### src/rtl/nasti_lite_pkg.sv
// nasti_lite_pkg: response codes and read FSM states shared
// by the NASTI-Lite register slave and its helpers.
package nasti_lite_pkg;

  localparam logic [1:0] RESP_OKAY   = 2'b00;
  localparam logic [1:0] RESP_SLVERR = 2'b10;

  typedef enum logic [1:0] {
    RD_IDLE,
    RD_ISSUE,
    RD_CAPT,
    RD_RESP
  } rd_state_t;

  function automatic logic [1:0] resp_of(input logic ok);
    return ok ? RESP_OKAY : RESP_SLVERR;
  endfunction

endpackage

### src/rtl/nasti_lite_hold_reg.sv
// nasti_lite_hold_reg: one-entry valid+payload holding register.
// Load wins over clear; reset empties the entry and zeroes payload.
module nasti_lite_hold_reg #(
  parameter int WIDTH = 8
) (
  input  logic             clk,
  input  logic             rst,
  input  logic             load,
  input  logic             clear,
  input  logic [WIDTH-1:0] din,
  output logic             full,
  output logic [WIDTH-1:0] dout
);

  always_ff @(posedge clk) begin
    if (rst) begin
      full <= 1'b0;
      dout <= '0;
    end else if (load) begin
      full <= 1'b1;
      dout <= din;
    end else if (clear) begin
      full <= 1'b0;
    end
  end

endmodule

### src/rtl/nasti_lite_reg_slave.sv
// nasti_lite_reg_slave: NASTI-Lite slave that turns lite AW/W/AR
// traffic into single-cycle register-bank strobes.
module nasti_lite_reg_slave
  import nasti_lite_pkg::*;
#(
  parameter int ID_WIDTH   = 1,
  parameter int ADDR_WIDTH = 8,
  parameter int DATA_WIDTH = 32,
  parameter int USER_WIDTH = 1,
  parameter int NUM_REGS   = 16,
  localparam int STRB_W    = DATA_WIDTH / 8,
  localparam int IDX_W     =
    (NUM_REGS > 1) ? $clog2(NUM_REGS) : 1
) (
  input  logic                  clk,
  input  logic                  rst,

  input  logic [ID_WIDTH-1:0]   lite_aw_id,
  input  logic [ADDR_WIDTH-1:0] lite_aw_addr,
  input  logic [USER_WIDTH-1:0] lite_aw_user,
  input  logic [2:0]            lite_aw_prot,
  input  logic [3:0]            lite_aw_qos,
  input  logic [3:0]            lite_aw_region,
  input  logic                  lite_aw_valid,
  output logic                  lite_aw_ready,

  input  logic [DATA_WIDTH-1:0] lite_w_data,
  input  logic [STRB_W-1:0]     lite_w_strb,
  input  logic [USER_WIDTH-1:0] lite_w_user,
  input  logic                  lite_w_valid,
  output logic                  lite_w_ready,

  output logic [ID_WIDTH-1:0]   lite_b_id,
  output logic [1:0]            lite_b_resp,
  output logic [USER_WIDTH-1:0] lite_b_user,
  output logic                  lite_b_valid,
  input  logic                  lite_b_ready,

  input  logic [ID_WIDTH-1:0]   lite_ar_id,
  input  logic [ADDR_WIDTH-1:0] lite_ar_addr,
  input  logic [USER_WIDTH-1:0] lite_ar_user,
  input  logic [2:0]            lite_ar_prot,
  input  logic [3:0]            lite_ar_qos,
  input  logic [3:0]            lite_ar_region,
  input  logic                  lite_ar_valid,
  output logic                  lite_ar_ready,

  output logic [ID_WIDTH-1:0]   lite_r_id,
  output logic [DATA_WIDTH-1:0] lite_r_data,
  output logic [1:0]            lite_r_resp,
  output logic [USER_WIDTH-1:0] lite_r_user,
  output logic                  lite_r_valid,
  input  logic                  lite_r_ready,

  output logic                  reg_wen,
  output logic [IDX_W-1:0]      reg_widx,
  output logic [DATA_WIDTH-1:0] reg_wdata,
  output logic [STRB_W-1:0]     reg_wstrb,
  output logic                  reg_ren,
  output logic [IDX_W-1:0]      reg_ridx,
  input  logic [DATA_WIDTH-1:0] reg_rdata
);

  localparam int OFF  = $clog2(STRB_W);
  localparam int A_W  = ID_WIDTH + ADDR_WIDTH + USER_WIDTH;
  localparam int W_W  = DATA_WIDTH + STRB_W;
  localparam logic [63:0] LIMIT = 64'(NUM_REGS) << OFF;

  function automatic logic in_range(
    input logic [ADDR_WIDTH-1:0] a
  );
    return 64'(a) < LIMIT;
  endfunction

  function automatic logic [IDX_W-1:0] idx_of(
    input logic [ADDR_WIDTH-1:0] a
  );
    return a[OFF+IDX_W-1:OFF];
  endfunction

  logic                  aw_full;
  logic                  w_full;
  logic                  aw_load;
  logic                  w_load;
  logic                  commit;
  logic                  wr_ok;
  logic [A_W-1:0]        aw_q;
  logic [W_W-1:0]        w_q;
  logic [ID_WIDTH-1:0]   aw_id_q;
  logic [ADDR_WIDTH-1:0] aw_addr_q;
  logic [USER_WIDTH-1:0] aw_user_q;

  assign {aw_id_q, aw_addr_q, aw_user_q} = aw_q;

  // Readies depend only on registered state.
  assign lite_aw_ready = !aw_full && !lite_b_valid;
  assign lite_w_ready  = !w_full && !lite_b_valid;
  assign aw_load = lite_aw_valid && lite_aw_ready;
  assign w_load  = lite_w_valid && lite_w_ready;
  assign commit  = aw_full && w_full;
  assign wr_ok   = in_range(aw_addr_q);

  nasti_lite_hold_reg #(.WIDTH(A_W)) u_aw_hold (
    .clk   (clk),
    .rst   (rst),
    .load  (aw_load),
    .clear (commit),
    .din   ({lite_aw_id, lite_aw_addr, lite_aw_user}),
    .full  (aw_full),
    .dout  (aw_q)
  );

  nasti_lite_hold_reg #(.WIDTH(W_W)) u_w_hold (
    .clk   (clk),
    .rst   (rst),
    .load  (w_load),
    .clear (commit),
    .din   ({lite_w_data, lite_w_strb}),
    .full  (w_full),
    .dout  (w_q)
  );

  assign reg_wen  = commit && wr_ok;
  assign reg_widx = idx_of(aw_addr_q);
  assign {reg_wdata, reg_wstrb} = w_q;

  always_ff @(posedge clk) begin
    if (rst) begin
      lite_b_valid <= 1'b0;
      lite_b_resp  <= RESP_OKAY;
      lite_b_id    <= '0;
      lite_b_user  <= '0;
    end else if (commit) begin
      lite_b_valid <= 1'b1;
      lite_b_resp  <= resp_of(wr_ok);
      lite_b_id    <= aw_id_q;
      lite_b_user  <= aw_user_q;
    end else if (lite_b_valid && lite_b_ready) begin
      lite_b_valid <= 1'b0;
    end
  end

  rd_state_t             rd_state;
  logic                  ar_full;
  logic                  ar_load;
  logic                  ar_ok;
  logic [A_W-1:0]        ar_q;
  logic [ID_WIDTH-1:0]   ar_id_q;
  logic [ADDR_WIDTH-1:0] ar_addr_q;
  logic [USER_WIDTH-1:0] ar_user_q;

  assign {ar_id_q, ar_addr_q, ar_user_q} = ar_q;
  assign lite_ar_ready = (rd_state == RD_IDLE);
  assign ar_load = lite_ar_valid && lite_ar_ready;
  assign ar_ok   = in_range(ar_addr_q);

  nasti_lite_hold_reg #(.WIDTH(A_W)) u_ar_hold (
    .clk   (clk),
    .rst   (rst),
    .load  (ar_load),
    .clear (lite_r_valid && lite_r_ready),
    .din   ({lite_ar_id, lite_ar_addr, lite_ar_user}),
    .full  (ar_full),
    .dout  (ar_q)
  );

  always_ff @(posedge clk) begin
    if (rst) begin
      rd_state     <= RD_IDLE;
      reg_ren      <= 1'b0;
      reg_ridx     <= '0;
      lite_r_valid <= 1'b0;
      lite_r_data  <= '0;
      lite_r_resp  <= RESP_OKAY;
      lite_r_id    <= '0;
      lite_r_user  <= '0;
    end else begin
      unique case (rd_state)
        RD_IDLE: begin
          if (ar_load) begin
            reg_ren  <= in_range(lite_ar_addr);
            reg_ridx <= idx_of(lite_ar_addr);
            rd_state <= RD_ISSUE;
          end
        end
        RD_ISSUE: begin
          reg_ren  <= 1'b0;
          rd_state <= RD_CAPT;
        end
        // Bank data is valid the cycle after reg_ren.
        RD_CAPT: begin
          lite_r_valid <= 1'b1;
          lite_r_data  <= ar_ok ? reg_rdata : '0;
          lite_r_resp  <= resp_of(ar_ok);
          lite_r_id    <= ar_id_q;
          lite_r_user  <= ar_user_q;
          rd_state     <= RD_RESP;
        end
        RD_RESP: begin
          if (lite_r_ready) begin
            lite_r_valid <= 1'b0;
            rd_state     <= RD_IDLE;
          end
        end
        default: rd_state <= RD_IDLE;
      endcase
    end
  end

  logic unused_ok;
  assign unused_ok = ^{lite_aw_prot, lite_aw_qos,
                       lite_aw_region, lite_ar_prot,
                       lite_ar_qos, lite_ar_region,
                       lite_w_user, ar_full};

endmodule

### config.mk
export PLATFORM = sky130hd
export DESIGN_NAME = nasti_lite_reg_slave
export DESIGN_NICKNAME = d
export VERILOG_FILES = /design/src/rtl/nasti_lite_pkg.sv /design/src/rtl/nasti_lite_hold_reg.sv /design/src/rtl/nasti_lite_reg_slave.sv
export SDC_FILE = /design/constraint.sdc
export NUM_CORES = 1
export LEC_CHECK = 0
export CAP_MARGIN = 40
export CELL_PAD_IN_SITES_DETAIL_PLACEMENT = 0
export CELL_PAD_IN_SITES_GLOBAL_PLACEMENT = 2
export CORE_AREA = 2 2 142 144
export DETAILED_ROUTE_END_ITERATION = 6
export DIE_AREA = 0 0 144 146
export PLACE_DENSITY = 0.86
export SYNTH_ARGS = -nofsm -noshare
export SYNTH_HDL_FRONTEND = slang
export SYNTH_SLANG_ARGS = --single-unit
### constraint.sdc
create_clock -name clk -period 1.57 [get_ports clk]
set_input_delay 0.471 -clock clk [delete_from_list [all_inputs] [get_ports clk]]
set_output_delay 0.471 -clock clk [all_outputs]
set_load 0.02 [all_outputs]
==> results.py <==
metrics = {
    "drt": {
        "wl_per_cell_um": 13.9,
        "vias": 3274,
        "drc": 0,
        "drtPass1Iterations": 4,
        "via_per_inst": 3.96,
        "ant_nets": 0,
        "drt_iter0_drc": 107,
        "routed_wl_um": 11500,
    },
    "synthesis": {
        "syn-cell-area_mm2": 0.00348,
        "synthFlopType": "dfxtp_1",
        "ys_seq_area_share_pct": 55.9,
        "async_flop_share_pct": 0,
        "netlist_instances": 367,
        "avgSynthCellArea_um2": 9.47,
        "synth_edf_count": 0,
        "yosysWarnings": 0,
        "synth-seq-cells": 97,
        "ys_types": 27,
    },
    "place": {
        "hpwlAfterDp_um": 8380,
        "pre_cts_ws_ns": -0.294,
        "place_congestion": 0.689,
        "port_buffers": 179,
        "place_area_mm2": 0.00567,
    },
    "die": {
        "start_util_pct": 18.0,
        "fp.dieW_um": 144,
        "pin_count": 209,
        "dieArea_mm2": 0.0210,
        "num_rows": 51,
        "die_y_um": 146,
        "coreArea_mm2": 0.0193,
    },
    "setup_path": {
        "cp.arrival_ns": 1.09,
        "crit_type": "flop to output pin",
        "end_kind": "output pin",
        "cp.required_ns": 1.10,
        "cpMaxStageDelayCell": "dfxtp_2",
        "cp-start-kind": "flop",
        "crit_path_max_incr_delay_ns": 0.33,
        "critPathMaxFanout": 2,
        "cpLargestDelayFamily": "flip-flops",
        "path_cells": "nand2_2, nor3_4, buf_6",
        "path_buf_inv": 1,
    },
    "clocking": {
        "cts_tree": "yes",
        "cts_root_buffer": "clkbuf_16",
        "numClockSinks": 97,
        "cts_buffers": 9,
        "cts.path.max_buffers": 2,
        "ctsHoldBuffers": 0,
        "clkSlewWorstSetupHoldPaths_ns": 0.07,
        "clk_latency_ns": 0.35,
        "htreeDepth": 3,
    },
    "cells_and_area": {
        "mostFrequentLayoutCells": "92 x dfxtp_1, 89 x clkdlybuf4s50_1, 85 x nand2_1",
        "fillers": 2019,
        "fin_nets": 680,
        "final_common_cell": "dfxtp_1",
        "diodes": 0,
        "fin_area_mm2": 0.00599,
        "area_delta_synth_final_pct": 72.4,
        "drive_above_1_share_pct": 12.5,
    },
    "pwr": {
        "powerDensity_mw_per_mm2": 1200,
        "leakagePower_nw": 2.61,
        "total_power_mw": 7.17,
        "max-vdd-ir-drop_uv": 601,
    },
    "timing": {
        "hold_violations": 0,
        "drv_slew": 0,
        "fin_crit_ns": 1.56,
        "finalClockSkew_ns": 0.00471,
        "rsz0062_at_grt": "true",
        "period_share_pct": 99.2,
        "max_freq_ghz": 0.642,
        "setup_viol": 0,
        "worst_slack_ns": 0.0122,
    },
    "global_route": {
        "antenna_found_initial": 0,
        "grt_pass1_wl_um": 17900,
        "grt_pass1_vias": 3287,
        "grtUsageTotal_pct": 10.9,
        "overflow": 0,
        "grt_start_max_net_pins": 38,
    },
    "status": {
        "outcome": "finished clean",
    },
    "worst_hold_path": {
        "worstHoldPathType": "flop to flop",
    },
    "flow_run": {
        "maxCapViolCount": 0,
    },
}
==> metal layers <==
layer	track usage (%)	vias to the layer above	part of all wire, %
met5	0	-	0
met4	5.64	0	2.7
met3	1.84	18	3.7
met2	19.0	79	52
met1	12.6	1563	42
li1	-	1614	-
==> stage by stage <==
| stage | setup TNS [ns] | hold slack, ns | utilization [%] | cells |
|---|---|---|---|---|
| after floorplan | 0 | 0.436 | - | 368 |
| after global routing | -0.0765 | 0.469 | 31.0 | 827 |
| after CTS | -0.0521 | 0.454 | 30.3 | 822 |
| final | 0 | 0.453 | 31.0 | 827 |
| after global placement | -10.26 | 0.443 | 29.3 | 806 |
| after detailed placement | -11.54 | 0.447 | 29.3 | 806 |
==> sequential cells by signal (all words and copies together), names as in the netlist, 2 cells and up <==
| name | cells |
|---|---|
| lite_r_data | 32 |
| rd_state | 2 |
| reg_ridx | 4 |
| u_ar_hold.dout | 4 |
| u_aw_hold.dout | 8 |
| u_w_hold.dout | 36 |
==> where the power goes <==
part | internal (mW) | leakage, nW | total, mW | switching [mW]
Combinational | 1.00 | 1.68 | 2.06 | 1.06
Sequential | 2.74 | 0.794 | 2.88 | 0.144
Clock | 1.23 | 0.137 | 2.23 | 1.00
==> path summary, 6_finish.rpt <==
| kind | from | endpoint | slack [ns] | cells after the start |
|---|---|---|---|---|
| setup reg to reg | rd_state[0]$_SDFFE_PP0P_ | lite_r_data[10]$_SDFFE_PP0P_ | 0.05 | 7 |
| setup / recovery | u_aw_hold.full$_SDFFE_PP0P_ | reg_wen | 0.01 | 3 |
| hold / removal | u_w_hold.dout[13]$_SDFFE_PP0P_ | u_w_hold.dout[13]$_SDFFE_PP0P_ | 0.45 | 2 |
| hold reg to reg | u_w_hold.dout[13]$_SDFFE_PP0P_ | u_w_hold.dout[13]$_SDFFE_PP0P_ | 0.45 | 2 |
==> final cells by class <==
class | count | area (µm²) | share of cell area [%]
well taps | 265 | 332 | 5.53
repair buffers | 210 | 2030 | 33.8
clock buffers | 9 | 225 | 3.76
inverters | 4 | 15.0 | 0.251
multi-input cells | 235 | 1370 | 22.9
clock inverters | 7 | 71.3 | 1.19
flip-flops and latches | 97 | 1950 | 32.5
==> kinds of logic after synthesis <==
group,synth area share (%)
other cells,0.108
fa+ha+maj,1.80
simple gates,16.1
compound gates,16.5
buf+inv,6.23
mux,3.46
flops,55.9
==> Yosys cell counts, drive strengths merged, types with 2 or more instances <==
| cell type | count | area [µm²] |
|---|---|---|
| a21oi | 53 | 269 |
| a22o | 32 | 280 |
| buf | 23 | 168 |
| clkbuf | 9 | 33.8 |
| dfxtp | 97 | 1940 |
| ha | 5 | 62.6 |
| inv | 4 | 15.0 |
| mux2i | 12 | 120 |
| nand2 | 86 | 323 |
| nand2b | 5 | 31.3 |
| nand3 | 10 | 50.1 |
| nor2 | 19 | 71.3 |
| nor3 | 2 | 10.0 |
| nor3b | 2 | 26.3 |
==> worst reg2reg max path, stage by stage (launching register included) <==
cell	delay (ns)
dfxtp_2	0.33
inv_2	0.08
buf_4	0.13
ha_4	0.15
nor4b_4	0.30
buf_6	0.19
clkbuf_16	0.16
a22o_1	0.14
==> timing repair <==
action                     4_1_cts  5_1_grt
pin swaps                        1        3
gates cloned                     0        3
buffers inserted                 0        2
setup endpoints to repair       89       37
gates resized for setup        111       20
(Power assumes the default switching activity.)
